===== src/rtl/uart_mem_loader.sv =====
// Boot-time program loader: receives an 8N1 UART image (count byte, then little-endian
// 32-bit words) and writes each word into the instruction/data memory while holding the core.
module uart_mem_loader #(
  parameter  int MEM_DEPTH    = 8,
  parameter  int DATA_WIDTH   = 32,
  parameter  int CLKS_PER_BIT = 868,
  localparam int ADDR_WIDTH   = (MEM_DEPTH > 1) ? $clog2(MEM_DEPTH) : 1
) (
  input  logic                  clk,
  input  logic                  reset,
  input  logic                  uart_rx,
  output logic [ADDR_WIDTH-1:0] mem_addr,
  output logic [DATA_WIDTH-1:0] mem_wdata,
  output logic                  mem_req_valid,
  output logic                  mem_we,
  output logic                  cpu_hold,
  output logic                  load_done,
  output logic                  frame_err
);

  localparam int CNT_W    = (CLKS_PER_BIT > 2) ? $clog2(CLKS_PER_BIT) : 2;
  localparam int HALF_BIT = CLKS_PER_BIT / 2;
  localparam int IDX_W    = (ADDR_WIDTH > 8) ? ADDR_WIDTH : 8;

  typedef enum logic [1:0] {RX_IDLE, RX_START, RX_DATA, RX_STOP} rx_state_t;
  typedef enum logic [1:0] {L_COUNT, L_DATA, L_WRITE, L_DONE} ld_state_t;

  logic            rx_meta_q, rx_sync_q, rx_prev_q;
  logic            rx_fall;
  rx_state_t       rx_state_q;
  logic [CNT_W-1:0] cnt_q;
  logic [2:0]      bit_idx_q;
  logic [7:0]      shift_q;
  logic [7:0]      rx_byte_q;
  logic            byte_valid_q;
  logic            frame_err_q;

  ld_state_t       ld_state_q;
  logic [7:0]      count_q;
  logic [1:0]      byte_idx_q;
  logic [IDX_W-1:0] word_idx_q;
  logic [DATA_WIDTH-1:0] word_q, word_d;
  logic [ADDR_WIDTH-1:0] mem_addr_q;
  logic [DATA_WIDTH-1:0] mem_wdata_q;
  logic            mem_req_valid_q;
  logic            load_done_q;

  // The line idles high, so the synchroniser resets to 1 to avoid a false start after reset.
  always_ff @(posedge clk or posedge reset) begin
    if (reset) begin
      rx_meta_q <= 1'b1;
      rx_sync_q <= 1'b1;
      rx_prev_q <= 1'b1;
    end else begin
      rx_meta_q <= uart_rx;
      rx_sync_q <= rx_meta_q;
      rx_prev_q <= rx_sync_q;
    end
  end

  assign rx_fall = rx_prev_q & ~rx_sync_q;

  always_ff @(posedge clk or posedge reset) begin
    if (reset) begin
      rx_state_q   <= RX_IDLE;
      cnt_q        <= '0;
      bit_idx_q    <= '0;
      shift_q      <= '0;
      rx_byte_q    <= '0;
      byte_valid_q <= 1'b0;
      frame_err_q  <= 1'b0;
    end else begin
      byte_valid_q <= 1'b0;
      case (rx_state_q)
        RX_IDLE: begin
          cnt_q <= '0;
          if (rx_fall) rx_state_q <= RX_START;
        end
        RX_START: begin
          if (cnt_q == CNT_W'(HALF_BIT - 1)) begin
            cnt_q     <= '0;
            bit_idx_q <= '0;
            rx_state_q <= rx_sync_q ? RX_IDLE : RX_DATA;
          end else begin
            cnt_q <= cnt_q + CNT_W'(1);
          end
        end
        RX_DATA: begin
          if (cnt_q == CNT_W'(CLKS_PER_BIT - 1)) begin
            cnt_q   <= '0;
            shift_q <= {rx_sync_q, shift_q[7:1]};
            if (bit_idx_q == 3'd7) rx_state_q <= RX_STOP;
            else                   bit_idx_q  <= bit_idx_q + 3'd1;
          end else begin
            cnt_q <= cnt_q + CNT_W'(1);
          end
        end
        RX_STOP: begin
          if (cnt_q == CNT_W'(CLKS_PER_BIT - 1)) begin
            cnt_q      <= '0;
            rx_state_q <= RX_IDLE;
            if (rx_sync_q) begin
              byte_valid_q <= 1'b1;
              rx_byte_q    <= shift_q;
            end else begin
              frame_err_q  <= 1'b1;
            end
          end else begin
            cnt_q <= cnt_q + CNT_W'(1);
          end
        end
        default: rx_state_q <= RX_IDLE;
      endcase
    end
  end

  always_comb begin
    word_d = word_q;
    word_d[{byte_idx_q, 3'b000} +: 8] = rx_byte_q;
  end

  // Write outputs are loaded on the fourth byte so the strobe lands in the L_WRITE cycle.
  always_ff @(posedge clk or posedge reset) begin
    if (reset) begin
      ld_state_q      <= L_COUNT;
      count_q         <= '0;
      byte_idx_q      <= '0;
      word_idx_q      <= '0;
      word_q          <= '0;
      mem_addr_q      <= '0;
      mem_wdata_q     <= '0;
      mem_req_valid_q <= 1'b0;
      load_done_q     <= 1'b0;
    end else begin
      mem_req_valid_q <= 1'b0;
      case (ld_state_q)
        L_COUNT: begin
          if (byte_valid_q) begin
            count_q    <= rx_byte_q;
            byte_idx_q <= '0;
            word_idx_q <= '0;
            if (rx_byte_q == 8'd0) begin
              ld_state_q  <= L_DONE;
              load_done_q <= 1'b1;
            end else begin
              ld_state_q  <= L_DATA;
            end
          end
        end
        L_DATA: begin
          if (byte_valid_q) begin
            word_q <= word_d;
            if (byte_idx_q == 2'd3) begin
              byte_idx_q      <= '0;
              ld_state_q      <= L_WRITE;
              mem_req_valid_q <= 1'b1;
              mem_addr_q      <= ADDR_WIDTH'(word_idx_q);
              mem_wdata_q     <= word_d;
            end else begin
              byte_idx_q <= byte_idx_q + 2'd1;
            end
          end
        end
        L_WRITE: begin
          word_idx_q <= word_idx_q + IDX_W'(1);
          if (word_idx_q + IDX_W'(1) == IDX_W'(count_q)) begin
            ld_state_q  <= L_DONE;
            load_done_q <= 1'b1;
          end else begin
            ld_state_q  <= L_DATA;
          end
        end
        L_DONE: ld_state_q <= L_DONE;
        default: ld_state_q <= L_COUNT;
      endcase
    end
  end

  assign mem_addr      = mem_addr_q;
  assign mem_wdata     = mem_wdata_q;
  assign mem_req_valid = mem_req_valid_q;
  assign mem_we        = mem_req_valid_q;
  assign load_done     = load_done_q;
  assign cpu_hold      = ~load_done_q;
  assign frame_err     = frame_err_q;

endmodule


===== config.mk =====
export PLATFORM = sky130hd
export DESIGN_NAME = uart_mem_loader
export DESIGN_NICKNAME = d
export VERILOG_FILES = /design/src/rtl/uart_mem_loader.sv
export SDC_FILE = /design/constraint.sdc
export NUM_CORES = 1
export LEC_CHECK = 0
export CAP_MARGIN = 10
export CORE_UTILIZATION = 63
export CTS_CLUSTER_DIAMETER = 100
export DETAILED_ROUTE_END_ITERATION = 16
export DONT_BUFFER_PORTS = 1
export GPL_TIMING_DRIVEN = 0
export HOLD_SLACK_MARGIN = 0.15
export MAX_ROUTING_LAYER = met4
export PLACE_DENSITY = 0.78
export SLEW_MARGIN = 15
export SYNTH_ARGS = -nofsm -noshare
export SYNTH_HDL_FRONTEND = slang
export SYNTH_SLANG_ARGS = --single-unit

===== constraint.sdc =====
create_clock -name clk -period 4 [get_ports clk]
set_input_delay 0 -clock clk [delete_from_list [all_inputs] [get_ports clk]]
set_output_delay 0 -clock clk [all_outputs]
set_load 0.02 [all_outputs]

### Word-level counts from Yosys, hierarchy flattened

Cells that the tools add are included.

* flip-flop bits (word level): 125
* bits in latches: 0
* memory bits (writable): 0
* ROM bits: 0
* bits of input ports: 3
* output and inout bits: 40
* memories kept: 0

* add/subtract/negate cells: 5
* multiply operators: 0
* divide/modulo/power cells: 0
* magnitude comparators: 0
* eq/ne operators: 22
* shift operators: 2
* muxes and demuxes: 37
* bitwise gates (word level): 3
* reductions and logical operators: 19

Operators by type and width (number)
* $bwmux 32: 1
* $shift 8x7->32 const A: 1
* $shiftx 8x7->32: 1
* $pmux 10 s3: 1
* $mux 2: 14
* $ne 2x2->1 const B: 11
* $mux 10: 2
* $pmux 2 s4: 2
* $pmux 8 s2: 1
* $reduce_and 3->1: 5
* $add 10x1->10 const B: 1
* $eq 10x10->1 const B: 1
* $eq 10x9->1 const B: 1
* $eq 2x2->1 const B: 5
* $mux 1: 9
* $mux 3: 3
* $add 8x1->8 const B: 1
* $eq 8x8->1: 1
* $logic_not 8->1: 1
* $mux 8: 1
* $reduce_and 2->1: 4
* $reduce_and 4->1: 2
* $neg 5->7: 1
* $pmux 3 s2: 1
* other kinds (12): 17

### Longest topological paths before layout

* word-level depth: 4
* mapped depth: 8
* gate-level depth less buffers: 7

### Worst setup path after synthesis

OpenSTA, ideal clock, no wires.

* path type: flip-flop to flip-flop
* from: register byte_idx_q[0]
* to: register word_q[10]
* setup time: 66 ps
* arrival: 1957 ps
* data required time: 3934 ps
* setup slack: 1978 ps
* cell stages (with the launch flop): 8
* period minus slack after synthesis: 2022 ps
* path through: dfrtp_1 inv_1 ha_1 nand2_1 nor3_2 and2_1 clkbuf_1 a22o_1

* cells in the longest elaborated chain, start to end: 3
* elaborated cells between the ends (all ways): 4

RTL lines
* from (decl): RTL line 40 `logic [1:0] byte_idx_q;`
* from (signal assigned): RTL line 160 `byte_idx_q <= byte_idx_q + 2'd1;`
* $neg 5->7 (*): RTL line 119 `word_d[{byte_idx_q, 3'b000} +: 8] = rx_byte_q;`
* $shiftx 8x7->32 or $shift 8x7->32 (tied branches): RTL line 119
* $bwmux 32 (*): RTL line 119
* to (signal assigned): RTL line 152 `word_q <= word_d;`
* to (decl): RTL line 42 `logic [DATA_WIDTH-1:0] word_q, word_d;`

Every way passes the cells marked *; elsewhere a longest branch is shown, timed or not.
A chain may end at the register's enable or synchronous reset.

### Worst setup path in the final report

* from: register byte_idx_q[0]
* to: register word_q[2]

Same word-level chain as after synthesis.

==> results.py <==
metrics = {
    "clock_tree": {
        "cts.htree.levels": 4,
        "insertion_delay_ns": 0.52,
        "cts_root_buf": "clkbuf_8",
        "cts_buffer_depth": 2,
        "cts_resized": 0,
        "cts_tree": "yes",
        "cts.sinks": 125,
        "clkTransAtPathRegs_ns": 0.06,
        "cts_buffers": 17,
    },
    "logic_synthesis": {
        "syn_nets": 519,
        "synth_top_cell_by_area": "dfrtp_1",
        "synth_compound_area_share_pct": 14.3,
        "ys_seq_area_share_pct": 55.4,
        "synthFlopType": "dfrtp_1",
        "synth_top_family_by_area": "simple AND/OR/NAND/NOR gates",
        "syn_area_per_cell_um2": 11.2,
        "ys_seq_elements": 125,
        "synthTopCellsByArea": "dfrtp_1 54%, a22o_1 5.3%, o21ai_0 3.8%",
        "synth_fa_ha_area_share_pct": 2.43,
        "synth_most_common_cell": "dfrtp_1",
        "ys_types": 46,
        "ys_warn_count": 0,
        "synth_cells": 505,
        "synth_xor_area_share_pct": 3.41,
        "netlist_top_cells_count": "122 x dfrtp_1, 56 x nand2_1, 43 x o21ai_0",
        "synth_area_mm2": 0.00565,
        "synth.area.mux_share_pct": 6.62,
        "synth-simple-area-share_pct": 14.8,
        "netlist.area_leader.share_pct": 54.0,
        "synth_edf_count": 0,
        "async_flop_share_pct": 100,
    },
    "worst_setup_path": {
        "crit_path_end_kind": "register",
        "path_max_fanout": 10,
        "critPathMaxStageDelay_ns": 0.49,
        "worst_path_max_delay_cell": "nor3_2",
        "crit_chain": "inv_1 -> ha_1 -> nand2_1 -> nor3_2 -> and2_1 -> clkbuf_1 -> a22o_1",
        "crit_type": "reg2reg",
        "worst_setup_path_start_kind": "register",
        "cp.arrival_ns": 3.05,
        "cp.required_ns": 4.45,
    },
    "placement": {
        "portBuffers": 0,
        "dpl_cell_area_mm2": 0.00582,
        "hpwlAfterDp_um": 7340,
        "dp_slack_ns": 1.52,
        "gp_congestion": 0.838,
    },
    "sta": {
        "hold_viol_final": 0,
        "min_period_ns": 2.60,
        "fmax_mhz": 384,
        "fin_crit_sh_pct": 65.0,
        "setup_ws_ns": 1.40,
        "finalSetupViolCount": 0,
        "rsz0062_at_grt": "false",
        "slew_viol_final": 0,
        "max-slew-margin-rel_pct": 57.8,
        "tightestPinTransition_ns": 0.630,
        "skew_ns": 0.00759,
    },
    "flow_run": {
        "maxCapViolCount": 0,
    },
    "route": {
        "dr.pass1.iters": 5,
        "ant_nets": 0,
        "vias": 3939,
        "routed_wl_um": 12000,
        "drtIter0Drc": 233,
        "drc": 0,
        "drt-vias-per-instance": 6.05,
        "wl_per_cell_um": 18.4,
    },
    "die": {
        "die_height_um": 96.7,
        "rows": 34,
        "die-area_mm2": 0.00936,
        "die_w_um": 96.7,
        "io_pins": 43,
        "core-area_mm2": 0.00872,
        "initial_utilization_pct": 64.8,
    },
    "global_route": {
        "grt_max_degree": 76,
        "grt_overflow_total": 0,
        "grt_pass1_vias": 3999,
        "grt.total_usage_pct": 29.0,
        "grt_pass1_wl_um": 20200,
        "antenna_found_initial": 0,
    },
    "final_layout": {
        "post-route-util_pct": 74.7,
        "diodes": 0,
        "final_nets": 544,
        "design_area_mm2": 0.00651,
        "drive_gt1_share_pct": 16.9,
        "n_fill_cell": 556,
        "area_delta_synth_final_pct": 15.2,
    },
    "pwr": {
        "irDropWorstVdd_uv": 327,
        "p_per_area_mw_per_mm2": 471,
        "leakagePower_nw": 3.03,
    },
    "run_status": {
        "status": "complete, no violations",
    },
    "worst_hold_path": {
        "hp-class": "reg2reg",
    },
}
==> report_power, final <==
group | total (W) | internal [W] | switching [W]
clock network | 0.00160 | 0.00106 | 0.000537
logic | 0.000116 | 0.0000547 | 0.0000617
registers | 0.00136 | 0.00130 | 0.0000535
==> flip-flops by register name (all words and copies together), names as in the netlist, 2 cells and up, named ones only <==
register and cells:
count_q 8, mem_wdata 32, shift_q 8, bit_idx_q 3
ld_state_q 2, rx_byte_q 8, mem_addr 3, word_idx_q 8
byte_idx_q 2, cnt_q 10, word_q 32
==> timing repair <==
| item | 4_1_cts | 5_1_grt |
|---|---|---|
| setup endpoints to repair | 0 | 0 |
| buffers inserted | 0 | 0 |
| hold buffers | 5 | 0 |
| hold endpoints to repair | 123 | 0 |
==> metal layers <==
metal	part of all wire, %	wire [um]	up-vias	global-route usage (%)
met4	1.7	208	0	12.1
li1	-	-	1820	-
met5	0	0	-	-
met2	51	6070	108	45.6
met1	43	5140	1987	36.4
met3	4.5	544	24	6.79
==> worst max-delay path: cells and delay by family, from the launching register on <==
| family | cells | cell delay, ns |
|---|---|---|
| AO/OA/AOI/OAI | 1 | 0.23 |
| adder cells (fa/ha/maj) | 1 | 0.41 |
| flip-flops | 1 | 0.48 |
| AND/OR/NAND/NOR | 3 | 0.82 |
| buffers and inverters | 2 | 0.59 |
==> layout make-up <==
type                       count  area (um^2)  area share, %
clock buffer                  22          463           7.11
clock inverter                10          161           2.48
tap                          108          135           2.07
timing repair buffer           6         95.1           1.46
multi-input combinational    344         2350           36.1
buffer                        27          138           2.11
sequential                   125         3130           48.1
inverter                       9         38.8          0.595
==> kinds of logic after synthesis <==
family / count (synthesis)
AOI/OAI and AO/OA: 127
xor gates and xnor gates: 22
adders and majority gates: 11
buffers and inverters: 36
DFF: 125
muxes: 31
and+or+nand+nor: 153
==> placed cells by master, fill, tap and decap left out, types with 4 or more instances in the layout <==
cell type and n:
a21oi_1 36, a22o_1 34, a32o_1 4, and2_1 5, buf_2 13, bufinv_16 4, clkbuf_1 13, clkbuf_16 16
clkbuf_8 4, dfrtp_1 122, dlygate4sd3_1 4, ha_1 11, inv_1 8, mux2_2 19, mux2_4 8, mux2i_1 4
nand2_1 56, nand3_1 7, nor2_1 20, nor2b_1 33, nor4_1 5, o21ai_0 43, xnor2_1 14, xor2_1 8
==> path summary, 6_finish.rpt <==
path	startpoint	to	slack (ns)	cells past startpoint
worst max-delay path	byte_idx_q[0]	word_q[2]	1.40	7
worst min-delay path	rx_meta_q	rx_sync_q	0.36	0
worst max register to register	byte_idx_q[0]	word_q[2]	1.40	7
worst min register to register	rx_meta_q	rx_sync_q	0.36	0
max in group asynchronous	reset	mem_wdata[26]	3.05	4
min in group asynchronous	reset	shift_q[5]	0.60	4
==> per-stage QoR <==
step	hold WS [ns]	setup TNS, ns	instances	power, W
CTS	0.360	0	651	0.00309
global route	0.361	0	651	0.00317
global placement	0.00454	-58.63	613	0.00148
detailed placement	0.00453	0	614	0.00149
floorplan	0.00448	0	505	0.00146
finish	0.359	0	651	0.00307
Note: power is estimated with default switching activity, not from simulation.
